[src/rtl/sys_defs.sv]
// Shared rename/dispatch definitions: register-file sizing and the packets
// exchanged between dispatch, the ROB and the physical-register free list.
package sys_defs;

    localparam int SUPERSCALAR_WAYS = 2;
    localparam int N_PHYS_REG       = 64;
    localparam int N_ARCH_REG       = 32;
    localparam int N_PHYS_REG_BITS  = $clog2(N_PHYS_REG);
    localparam int FL_DEPTH         = N_PHYS_REG - N_ARCH_REG;
    localparam int FL_COUNT_BITS    = $clog2(FL_DEPTH) + 1;
    localparam logic [N_PHYS_REG_BITS-1:0] ZERO_REG = '0;

    typedef struct packed {
        logic [SUPERSCALAR_WAYS-1:0][N_PHYS_REG_BITS-1:0] t_idx;
        logic [SUPERSCALAR_WAYS-1:0]                      t_valid;
        logic [FL_COUNT_BITS-1:0]                         free_count;
    } FREELIST_DISPATCH_PACKET;

    typedef struct packed {
        logic [SUPERSCALAR_WAYS-1:0] new_pr_en;
    } DISPATCH_FREELIST_PACKET;

    typedef struct packed {
        logic [SUPERSCALAR_WAYS-1:0]                      retire_en;
        logic [SUPERSCALAR_WAYS-1:0][N_PHYS_REG_BITS-1:0] retire_told;
    } ROB_FREELIST_PACKET;

endpackage

[src/rtl/way_popcount.sv]
// Counts the set bits of a per-way enable vector (allocations or retirements).
module way_popcount
    import sys_defs::*;
#(
    parameter int WAYS = SUPERSCALAR_WAYS,
    localparam int CNT_W = $clog2(WAYS + 1)
) (
    input  logic [WAYS-1:0]  bits_i,
    output logic [CNT_W-1:0] count_o
);

    always_comb begin
        count_o = '0;
        for (int i = 0; i < WAYS; i++) begin
            count_o = count_o + CNT_W'(bits_i[i]);
        end
    end

endmodule

[src/rtl/pr_freelist.sv]
// Physical-register free list: circular tag queue with in-order allocate,
// retire-driven reclaim and flush rollback. Define FREELIST_CHECK_EN for err.
module pr_freelist
    import sys_defs::*;
#(
    parameter int WAYS       = SUPERSCALAR_WAYS,
    parameter int N_PHYS_REG = 64,
    parameter int N_ARCH_REG = 32,
    parameter int DEPTH      = N_PHYS_REG - N_ARCH_REG,
    localparam int PR_BITS   = $clog2(N_PHYS_REG),
    localparam int CNT_W     = $clog2(DEPTH) + 1
) (
    input  logic                          clock,
    input  logic                          reset_n,
    input  logic [WAYS-1:0]               alloc_en,
    output logic [WAYS-1:0][PR_BITS-1:0]  t_idx,
    output logic [WAYS-1:0]               t_valid,
    output logic [CNT_W-1:0]              free_count,
    input  logic [WAYS-1:0]               retire_en,
    input  logic [WAYS-1:0][PR_BITS-1:0]  retire_told,
    input  logic                          flush
`ifdef FREELIST_CHECK_EN
    ,
    output logic                          err
`endif
);

    localparam int PW   = $clog2(DEPTH);
    localparam int WC_W = $clog2(WAYS + 1);

    logic [PR_BITS-1:0] mem_q [DEPTH];
    logic [PR_BITS-1:0] mem_d [DEPTH];
    logic [PW-1:0]      head_q, head_d;
    logic [PW-1:0]      tail_q, tail_d;
    logic [PW-1:0]      rhead_q, rhead_d;
    logic [CNT_W-1:0]   count_q, count_d;

    logic [WC_W-1:0]    n_a_raw;
    logic [WC_W-1:0]    n_a;
    logic [WC_W-1:0]    n_r;
    logic [PW-1:0]      wr_off;
    int                 cnt_calc;

    way_popcount #(.WAYS(WAYS)) u_pop_alloc (
        .bits_i  (alloc_en),
        .count_o (n_a_raw)
    );

    way_popcount #(.WAYS(WAYS)) u_pop_retire (
        .bits_i  (retire_en),
        .count_o (n_r)
    );

    // Dispatch is squashed on a flush, so its allocations never land.
    assign n_a = flush ? '0 : n_a_raw;

    always_comb begin
        mem_d  = mem_q;
        wr_off = '0;
        for (int i = 0; i < WAYS; i++) begin
            if (retire_en[i]) begin
                mem_d[tail_q + wr_off] = retire_told[i];
                wr_off = wr_off + PW'(1);
            end
        end
        tail_d   = tail_q + PW'(n_r);
        rhead_d  = rhead_q + PW'(n_r);
        head_d   = flush ? rhead_d : head_q + PW'(n_a);
        cnt_calc = int'(count_q) - int'(n_a) + int'(n_r);
        if (flush) begin
            count_d = CNT_W'(DEPTH);
`ifdef FREELIST_CHECK_EN
        end else if (cnt_calc < 0) begin
            count_d = '0;
        end else if (cnt_calc > DEPTH) begin
            count_d = CNT_W'(DEPTH);
`endif
        end else begin
            count_d = CNT_W'(cnt_calc);
        end
    end

    always_ff @(posedge clock or negedge reset_n) begin
        if (!reset_n) begin
            for (int i = 0; i < DEPTH; i++) begin
                mem_q[i] <= PR_BITS'(N_ARCH_REG + i);
            end
            head_q  <= '0;
            tail_q  <= '0;
            rhead_q <= '0;
            count_q <= CNT_W'(DEPTH);
        end else begin
            mem_q   <= mem_d;
            head_q  <= head_d;
            tail_q  <= tail_d;
            rhead_q <= rhead_d;
            count_q <= count_d;
        end
    end

    always_comb begin
        for (int k = 0; k < WAYS; k++) begin
            t_idx[k]   = mem_q[head_q + PW'(k)];
            t_valid[k] = (k < int'(count_q));
        end
    end

    assign free_count = count_q;

`ifdef FREELIST_CHECK_EN
    logic err_q, err_d;
    logic zero_free;

    always_comb begin
        zero_free = 1'b0;
        for (int i = 0; i < WAYS; i++) begin
            if (retire_en[i] && retire_told[i] == '0) begin
                zero_free = 1'b1;
            end
        end
        err_d = err_q
              | (!flush && (int'(n_a) > int'(count_q)))
              | (cnt_calc > DEPTH)
              | zero_free;
    end

    always_ff @(posedge clock or negedge reset_n) begin
        if (!reset_n) begin
            err_q <= 1'b0;
        end else begin
            err_q <= err_d;
        end
    end

    assign err = err_q;
`endif

endmodule

[config.mk]
export PLATFORM = sky130hd
export DESIGN_NAME = pr_freelist
export DESIGN_NICKNAME = d
export VERILOG_FILES = /design/src/rtl/sys_defs.sv /design/src/rtl/way_popcount.sv /design/src/rtl/pr_freelist.sv
export SDC_FILE = /design/constraint.sdc
export NUM_CORES = 1
export LEC_CHECK = 0
export ABC_AREA = 1
export CORE_MARGIN = 2
export CORE_UTILIZATION = 45
export CTS_CLUSTER_SIZE = 30
export DETAILED_ROUTE_END_ITERATION = 16
export PLACE_DENSITY = 0.61
export RECOVER_POWER = 100
export SYNTH_ARGS = -nofsm -noshare
export SYNTH_HDL_FRONTEND = slang
export SYNTH_SLANG_ARGS = --single-unit
[constraint.sdc]
create_clock -name clock -period 2 [get_ports clock]
set_input_delay 0.3 -clock clock [delete_from_list [all_inputs] [get_ports clock]]
set_output_delay 0.3 -clock clock [all_outputs]
set_load 0.01 [all_outputs]
==> results of run 1 <==
[kinds of logic after synthesis]
kind of cell	share of synthesized area, %
adders and majority gates	2.16
xor gates and xnor gates	1.01
AOI/OAI and AO/OA	10.6
buffers and inverters	11.1
and+or+nand+nor	40.1
DFF	35.0
[per-stage QoR]
stage               cells  util [%]  hold WS (ns)  worst slack (ns)
floorplan            2479         -       0.00441           -0.0602
global placement     2984      51.9         0.162            -0.785
detailed placement   2984      51.9         0.164            -0.820
CTS                  3084      59.8         0.170            -0.704
global route         3096      61.0         0.278            -0.811
finish               3096      61.0         0.239            -0.768
[worst paths after layout]
kind | slack (ns) | start | endpoint | depth (start not counted)
worst max-delay path | -0.77 | head_q[0]$_DFF_PN0_ | t_idx[8] | 12
worst min-delay path | 0.24 | flush | free_count[2]$_DFF_PN0_ | 5
worst max register to register | -0.05 | tail_q[0]$_DFF_PN0_ | mem_q[151]$_DFF_PN1_ | 9
worst min register to register | 0.52 | rhead_q[0]$_DFF_PN0_ | rhead_q[0]$_DFF_PN0_ | 1
max in group asynchronous | 0.11 | reset_n | mem_q[185]$_DFF_PN1_ | 3
min in group asynchronous | 0.74 | reset_n | mem_q[67]$_DFF_PN0_ | 2
[synth_stat cells]
master / instances
dfrtp_1: 100
nand4_1: 97
clkbuf_1: 120
nor3_2: 2
buf_1: 12
nand2_2: 2
inv_2: 2
nand3_2: 10
o211ai_1: 10
o21ai_1: 26
o21ai_0: 271
ha_1: 19
buf_4: 5
fa_1: 5
clkinv_1: 4
nand3_1: 313
a21oi_1: 17
nand2_1: 988
xor2_1: 13
buf_6: 4
inv_1: 227
nor2_1: 43
nor3_1: 10
dfstp_2: 113
xnor2_1: 5
or2_2: 1
buf_2: 57
nor2_4: 2
a31o_2: 1
[tightest hold or removal path: cells and delay by family]
kind	cells	cell delay [ns]
compound gates	2	0.11
buf+inv	3	0.34
[layout make-up]
cell class	count	share of cell area, %
clock inverters	8	0.358
inverters	233	4.32
repair buffers	308	17.4
well taps	455	2.72
flip-flops and latches	213	26.1
clock buffers	42	3.92
repair inverters	1	0.0776
multi-input cells	1836	45.1
[layer usage]
layer | part of all wire (%) | track usage (%) | up-vias
li1 | - | - | 8270
met1 | 40 | 47.7 | 8303
met2 | 45 | 57.9 | 924
met3 | 8.6 | 5.76 | 268
met4 | 6.7 | 20.9 | 0
met5 | 0 | 0 | -
[power by group through the flow]
| stage | Combinational, mW | Sequential (mW) | Clock [mW] |
|---|---|---|---|
| global placement | 22.2 | 8.23 | 0 |
| finish | 30.3 | 8.31 | 5.01 |
| global route | 32.2 | 8.51 | 5.22 |
| detailed placement | 22.4 | 8.29 | 0 |
| floorplan | 13.5 | 7.77 | 0 |
| CTS | 28.3 | 8.28 | 5.05 |
[repair_timing]
item	4_1_cts	5_1_grt
hold buffers	1	0
setup endpoints to repair	35	68
gates resized for setup	255	98
endpoints found under the hold margin	113	0
gates cloned	27	3
setup buffers	23	10
pin swaps	62	37
[sequential cells by signal, indices dropped and copies added (netlist names)]
register and flops:
mem_q 192, free_count 6, head_q 5, rhead_q 5, tail_q 5
==> flow_summary_export.csv, run 1 <==
group,metric,value,unit
run_status,status,"finished, violations left",
run_status,violations,"capacitance limit, slew limit, setup timing",
synth,synthesis.area,0.0156,sq mm
sta,worst_slack,-0.768,ns
placement,numPortBuffers,38,
setup_path,cp_cell_sequence,"ha_4, clkinv_8, buf_12, buf_16, nor2_4, nand2_2, nand3_2, nand3_2, nand2_2, nand2_2, nand2_2, buf_6",
sta,rsz0062_at_grt,"yes",
power,power.internal,22.6,mW
synth,syn_inst,2479,
finish,final_layout_size_suffix_gt1_share,25.0,%
routing,wl_per_cell,21.6,um
setup_path,slowest_stage,"dfrtp_4",
grt,antenna_found_initial,0,
placement,place_congestion,1.04,
finish,layout_commonest_cell,"nand2_1",
finish,ff_latch_area,0.00548,sq mm
sta,relSlewSlack,-15.2,%
grt,grt_pass1_vias,16700,
grt,grtUsageTotal,36.6,%
clocking,cts_tree,"built",
setup_path,end_kind,"output pin",
synth,yosys-top-cells-area,"nand2_1, dfstp_2, dfrtp_1",
setup_path,cp_common_cell,"nand2_2",
routing,routed_wl,66900,um
power,fin_total_pwr,43.6,mW
power,combPwrFrac,69.4,%
power,p_sw_share,48.2,%
clocking,htree_levels,1,
sta,period_minus_slack,2.77,ns
clocking,clk_pin_slew,0.06,ns
power,switchingPower,21.0,mW
power,p_per_area,2080,mW/mm^2
sta,fmax,0.361,GHz
routing,vias,17800,
synth,synth.yosys.seq_area_share,35.0,%
setup_path,start_kind,"flip-flop",
floorplan,die_w,190,um
finish,num-fill-cells,3166,
sta,finalSetupViolCount,39,
clocking,clockRootBuffer,"clkbuf_16",
grt,grt_pass1_wl,101000,um
finish,final_cell_mix,"nand2_1, o21ai_0, inv_1, nand3_1, buf_4",
clocking,clk_latency,0.57,ns
floorplan,die-height,190,um
sta,finClkSkew,0.0102,ns
sta,fin_crit_sh,138,%
clocking,cts_buffer_depth,3,
sta,drv_slew,22,
flow_run,cap_violations,1,
sta,hold_viol,0,
floorplan,initial_core_util,45.4,%
setup_path,cp_data_arrival_time,2.47,ns
grt,grt_max_degree,62,
clocking,numCtsBuffers,27,
power,p_clk_share,11.5,%
routing,drc,0,
sta,finalSetupTns,-8.84,ns
power,peakVddDrop,1470,uV
setup_path,path_buf_inv,4,
finish,area_delta_synth_final,34.2,%
setup_path,worstSetupPathType,"reg2out",
finish,fin_nets,2663,
synth,synth_largest_area_cell,"nand2_1",
synth,yosys_warnings,0,
finish,multiInputGateArea,0.00944,sq mm
power,leakage,10.2,nW
routing,drt_iter0_drc,2336,
synth,netlist.area_leader.share,23.8,%
clocking,cts.sinks,213,
grt,overflow,0,
setup_path,worstPathRequired,1.70,ns
routing,drtPass1Iterations,6,
synth,synth_cell_types,29,
min_path,hp-class,"in2reg",
floorplan,core,0.0344,sq mm
floorplan,num_rows,68,
placement,dp_hpwl,41300,um
routing,vias_per_cell,5.74,
synth,ys_ff_latch,213,
floorplan,io_pins,39,
power,sequentialPowerShare,19.1,%
synth,synth_area_per_cell,6.30,sq um
floorplan,fp.dieArea,0.0362,sq mm
finish,finalInstanceArea,0.0210,sq mm
routing,ant_nets,0,
placement,place_area,0.0179,sq mm
synth,synth_nets,2522,
setup_path,path_delay_family,"simple AND/OR/NAND/NOR gates",
finish,n_antenna_cell,0,
sta,tightest_slew,1.73,ns
setup_path,slowest_delay,0.51,ns
setup_path,path_max_fanout,7,
Power figures use the tool's default switching activity.
==> run 2: changes to the inputs <==
--- a/config.mk
+++ b/config.mk
@@ -8,6 +8,7 @@
 export ABC_AREA = 1
 export CORE_MARGIN = 2
 export CORE_UTILIZATION = 45
+export CTS_CLUSTER_DIAMETER = 60
 export CTS_CLUSTER_SIZE = 30
 export DETAILED_ROUTE_END_ITERATION = 16
 export PLACE_DENSITY = 0.61
==> flow_summary_export.csv, run 2 (same netlist as run 1, synthesis figures left out) <==
group,metric,value,unit
floorplan,die_w,190,um
clocking,cts.sinks,213,
placement,numPortBuffers,38,
grt,antenna_found_initial,1,
finish,largest_reg_flops,192,
power,p_per_area,2010,mW/mm^2
flow_run,cap_violations,1,
floorplan,core,0.0344,sq mm
setup_path,path_buf_inv,4,
finish,fin_nets,2644,
floorplan,initial_core_util,45.4,%
sta,finClkSkew,0.0110,ns
floorplan,die-height,190,um
run_status,status,"finished, violations left",
clocking,clockRootBuffer,"clkbuf_16",
routing,wl_per_cell,21.1,um
sta,relSlewSlack,-12.5,%
clocking,numCtsBuffers,27,
sta,fin_crit_sh,139,%
power,leakage,9.92,nW
finish,finalInstanceArea,0.0203,sq mm
sta,tightest_slew,1.69,ns
placement,place_congestion,1.04,
routing,vias_per_cell,5.70,
sta,period_minus_slack,2.79,ns
setup_path,worstSetupPathType,"reg2out",
setup_path,worstPathRequired,1.70,ns
finish,final_layout_size_suffix_gt1_share,23.2,%
finish,layout_commonest_cell,"nand2_1",
placement,dp_hpwl,41300,um
clocking,cts_tree,"built",
sta,rsz0062_at_grt,"yes",
routing,vias,17500,
floorplan,num_rows,68,
setup_path,slowest_stage,"dfrtp_4",
min_path,hp-class,"in2reg",
routing,drtPass1Iterations,7,
clocking,clk_latency,0.57,ns
placement,place_ws,-0.820,ns
finish,final_cell_mix,"nand2_1, o21ai_0, nand3_1, inv_1, buf_4",
setup_path,end_kind,"output pin",
grt,grt_pass1_wl,96600,um
setup_path,path_max_fanout,10,
grt,grt_pass1_vias,16100,
setup_path,cp_data_arrival_time,2.49,ns
setup_path,cp_cell_sequence,"ha_4, inv_8, buf_12, buf_12, nand3_1, nand3_2, nand3_1, nand2_1, nand2_1, nand2_2, buf_2",
routing,drt_iter0_drc,2112,
sta,hold_viol,0,
setup_path,path_delay_family,"flip-flops",
grt,overflow,0,
routing,ant_nets,0,
placement,place_area,0.0179,sq mm
power,peakVddDrop,1380,uV
setup_path,start_kind,"flip-flop",
finish,area_delta_synth_final,30.0,%
clocking,cts_buffer_depth,3,
clocking,clk_pin_slew,0.07,ns
finish,final_util,59.1,%
finish,top_register,"mem_q",
grt,grt_max_degree,62,
routing,routed_wl,64900,um
sta,worst_slack,-0.788,ns
sta,drv_slew,22,
sta,finalSetupTns,-8.21,ns
setup_path,slowest_delay,0.53,ns
sta,fmax,0.359,GHz
run_status,violations,"capacitance limit, slew limit, setup timing",
floorplan,io_pins,39,
sta,finalSetupViolCount,13,
grt,grtUsageTotal,35.0,%
clocking,htree_levels,1,
routing,drc,0,
floorplan,fp.dieArea,0.0362,sq mm
[run 2: changes by cell type in the layout (fill, tap and decap cells not counted), moves of 4 or more]
cell,change
bufbuf_16,-5
inv_8,+6
dlygate4sd3_1,-4
buf_4,-4
buf_16,-12
nor2_2,+4
nand3_4,-10
clkdlybuf4s50_1,+4
clkbuf_1,-5
clkbuf_8,-8
nand3_2,-31
nand3_1,+41
clkbuf_16,+5
[run 2: timing repair]
| action | CTS | global route |
|---|---|---|
| pin swaps | 7 | 38 |
| setup endpoints to repair | 36 | 59 |
| resized for setup | 156 | 128 |
| buffers inserted | 12 | 10 |
| gates cloned | 12 | 12 |
| hold buffers | 1 | 0 |
| endpoints found under the hold margin | 113 | 0 |
[run 2: per-layer routing]
metal  GRT usage, %  up-vias  part of all wire [%]  wire length (um)
li1               -     8228                     -                 -
met1           46.1     8169                    40             25700
met2           56.3      905                    45             29200
met3           5.50      234                   9.3              6040
met4           16.9        0                   6.1              3960
met5              0        -                     0                 0
[run 2: worst paths after layout]
path / from / slack, ns / depth (start not counted) / endpoint
min: flush / 0.24 / 5 / free_count[2]$_DFF_PN0_
max in group asynchronous: reset_n / 0.14 / 3 / mem_q[129]$_DFF_PN1_
max reg2reg: head_q[0]$_DFF_PN0_ / -0.01 / 8 / head_q[2]$_DFF_PN0_
min in group asynchronous: reset_n / 0.72 / 2 / mem_q[63]$_DFF_PN0_
min reg2reg: rhead_q[0]$_DFF_PN0_ / 0.52 / 1 / rhead_q[0]$_DFF_PN0_
max: head_q[0]$_DFF_PN0_ / -0.79 / 11 / t_idx[11]
[run 2: final cells by class]
class | count | area, sq um
Timing Repair inverter | 1 | 11.3
Clock buffer | 31 | 701
Fill cell | 3248 | 14100
Antenna cell | 1 | 2.50
Inverter | 233 | 911
Multi-Input combinational cell | 1836 | 9170
Clock inverter | 19 | 205
Tap cell | 455 | 569
Timing Repair Buffer | 289 | 3260
Sequential cell | 213 | 5480
[run 2: where the power goes]
group	switching (mW)	internal (mW)
clock network	2.23	2.85
registers	1.42	6.92
logic	16.3	11.2
[run 2: through the flow]
stage / std cells / hold slack, ns / power (mW)
global route: 3077 / 0.271 / 43.4
CTS: 3059 / 0.174 / 38.4
detailed placement: 2984 / 0.164 / 30.7
floorplan: 2479 / 0.00441 / 21.3
global placement: 2984 / 0.162 / 30.4
finish: 3078 / 0.242 / 40.9
[run 2: worst register-to-register path, cell delays in order (launching register included)]
cell and delay (ns):
dfrtp_4 0.48, bufbuf_16 0.28, buf_4 0.11, ha_1 0.17
inv_1 0.07, fa_2 0.36, buf_4 0.15, xor2_1 0.15
o21ai_2 0.16
==> run 3: changes to the inputs <==
--- a/config.mk
+++ b/config.mk
@@ -9,10 +9,10 @@
 export CORE_MARGIN = 2
 export CORE_UTILIZATION = 45
 export CTS_CLUSTER_DIAMETER = 60
-export CTS_CLUSTER_SIZE = 30
+export CTS_CLUSTER_SIZE = 24
 export DETAILED_ROUTE_END_ITERATION = 16
-export PLACE_DENSITY = 0.61
 export RECOVER_POWER = 100
+export SLEW_MARGIN = 20
 export SYNTH_ARGS = -nofsm -noshare
 export SYNTH_HDL_FRONTEND = slang
 export SYNTH_SLANG_ARGS = --single-unit
==> flow_summary_export.csv, run 3 (same netlist as run 1, synthesis figures left out) <==
group,metric,value,unit
floorplan,die_w,190,um
finish,multiInputGateArea,0.00896,sq mm
setup_path,reg2reg_depth,11,
sta,drv_slew,0,
routing,vias_per_cell,5.62,
power,p_per_area,1970,mW/mm^2
routing,drtPass1Iterations,6,
sta,hold_viol,0,
clocking,cts_buffer_depth,3,
routing,drt_iter0_drc,1771,
sta,fmax,0.357,GHz
min_path,hold_path_depth,4,
clocking,clk_latency,0.58,ns
clocking,htree_levels,1,
floorplan,core,0.0344,sq mm
sta,rsz0062_at_grt,"yes",
setup_path,rrSetupSlack,-0.19,ns
floorplan,fp.dieArea,0.0362,sq mm
finish,ff_latch_area,0.00548,sq mm
run_status,status,"finished, violations left",
finish,final_cell_mix,"nand2_1, nand3_1, o21ai_0, inv_1, buf_4",
floorplan,io_pins,39,
placement,place_area,0.0181,sq mm
routing,vias,17600,
sta,holdWs,0.279,ns
clocking,clockRootBuffer,"clkbuf_16",
finish,fin_nets,2690,
flow_run,cap_violations,0,
setup_path,path_max_fanout,20,
grt,grt_pass1_vias,16700,
sta,period_minus_slack,2.80,ns
setup_path,startpoint,"head_q[0]$_DFF_PN0_",
sta,finalSetupViolCount,151,
grt,grt_pass1_wl,98200,um
setup_path,rr_startpoint,"tail_q[0]$_DFF_PN0_",
routing,wl_per_cell,20.7,um
finish,area_delta_synth_final,30.9,%
routing,drc,0,
routing,ant_nets,0,
floorplan,die-height,190,um
finish,finalInstanceArea,0.0204,sq mm
finish,top_register,"mem_q",
min_path,hp-class,"in2reg",
sta,relSlewSlack,15.7,%
finish,num-fill-cells,3276,
setup_path,cp_data_arrival_time,2.50,ns
power,peakVddDrop,1030,uV
setup_path,worstPathRequired,1.70,ns
grt,grt_max_degree,52,
finish,layout_commonest_cell,"nand2_1",
clocking,clk_pin_slew,0.06,ns
grt,overflow,0,
setup_path,reg2reg_to,"mem_q[100]$_DFF_PN0_",
floorplan,initial_core_util,45.4,%
power,leakage,10.1,nW
sta,fin_crit_sh,140,%
min_path,min_to,"tail_q[0]$_DFF_PN0_",
setup_path,end_kind,"output pin",
setup_path,worstSetupPathType,"reg2out",
placement,dp_hpwl,43200,um
sta,finClkSkew,0.0151,ns
finish,final_layout_size_suffix_gt1_share,23.3,%
placement,numPortBuffers,38,
sta,worst_slack,-0.798,ns
finish,n_antenna_cell,0,
run_status,violations,"setup timing",
grt,antenna_found_initial,0,
routing,routed_wl,64700,um
clocking,cts_tree,"built",
finish,largest_reg_flops,192,
placement,place_congestion,1.00,
grt,grtUsageTotal,35.5,%
setup_path,start_kind,"flip-flop",
clocking,cts.sinks,213,
clocking,numCtsBuffers,28,
floorplan,num_rows,68,
sta,tightest_slew,1.27,ns
min_path,worstHoldStart,"retire_en[0]",
run 3: cell type report:
| cell class | instances | share of cell area, % |
|---|---|---|
| clock inverter | 19 | 0.826 |
| inverter | 233 | 4.41 |
| sequential | 213 | 26.8 |
| tap | 455 | 2.78 |
| multi-input combinational | 1835 | 43.8 |
| timing repair inverter | 1 | 0.0796 |
| clock buffer | 33 | 3.67 |
| timing repair buffer | 335 | 17.6 |
run 3: how the worst max path moves through the flow:
| stage | depth (start not counted) | end | slack [ns] |
|---|---|---|---|
| finish | 10 | t_idx[6] | -0.80 |
| global route | 12 | t_idx[6] | -0.88 |
| CTS | 13 | t_idx[10] | -0.74 |
| detailed placement | 12 | t_idx[8] | -0.61 |
| global placement | 12 | t_idx[8] | -0.58 |
| floorplan | 7 | mem_q[138]$_DFF_PN0_ | -0.06 |
run 3: critical path, stage by stage (launching register included):
cell     delay [ns]
dfrtp_4        0.51
buf_12         0.14
ha_4           0.30
buf_6          0.23
nand3_1        0.18
nand3_1        0.14
nand3_1        0.09
nand2_1        0.08
nand2_1        0.05
nand2_1        0.07
buf_2          0.13
run 3: layer usage:
layer  GRT usage [%]  wire length (um)  vias up
met5               0                 0        -
met3            5.76              5630      251
met2            57.3             29300      925
li1                -                 -     8314
met1            45.7             25600     8066
met4            18.7              4260        0
run 3: stage by stage:
stage | setup WS [ns] | util [%] | TNS, ns | cells | power (mW)
6_report | -0.798 | 59.5 | -18.02 | 3124 | 40.3
5_1_grt | -0.876 | 59.5 | -40.10 | 3124 | 43.0
4_1_cts | -0.744 | 58.6 | -8.13 | 3117 | 38.9
3_5_place_dp | -0.615 | 52.8 | -100.15 | 3030 | 30.9
3_3_place_gp | -0.581 | 52.8 | -91.31 | 3030 | 30.6
2_1_floorplan | -0.0602 | - | -1.77 | 2479 | 21.3
run 3: power by group:
part | switching [mW] | total, mW | internal [mW]
clock | 2.31 | 5.07 | 2.76
combinational | 15.8 | 26.9 | 11.1
sequential | 1.35 | 8.26 | 6.92
run 3: what timing repair did:
item / in CTS / in global routing
resized for setup: 189 / 88
hold endpoints to repair: 43 / 0
pin swaps: 34 / 37
hold buffers: 1 / 0
gates cloned: 17 / 4
endpoints found under the setup margin: 55 / 104
setup buffers: 17 / 3
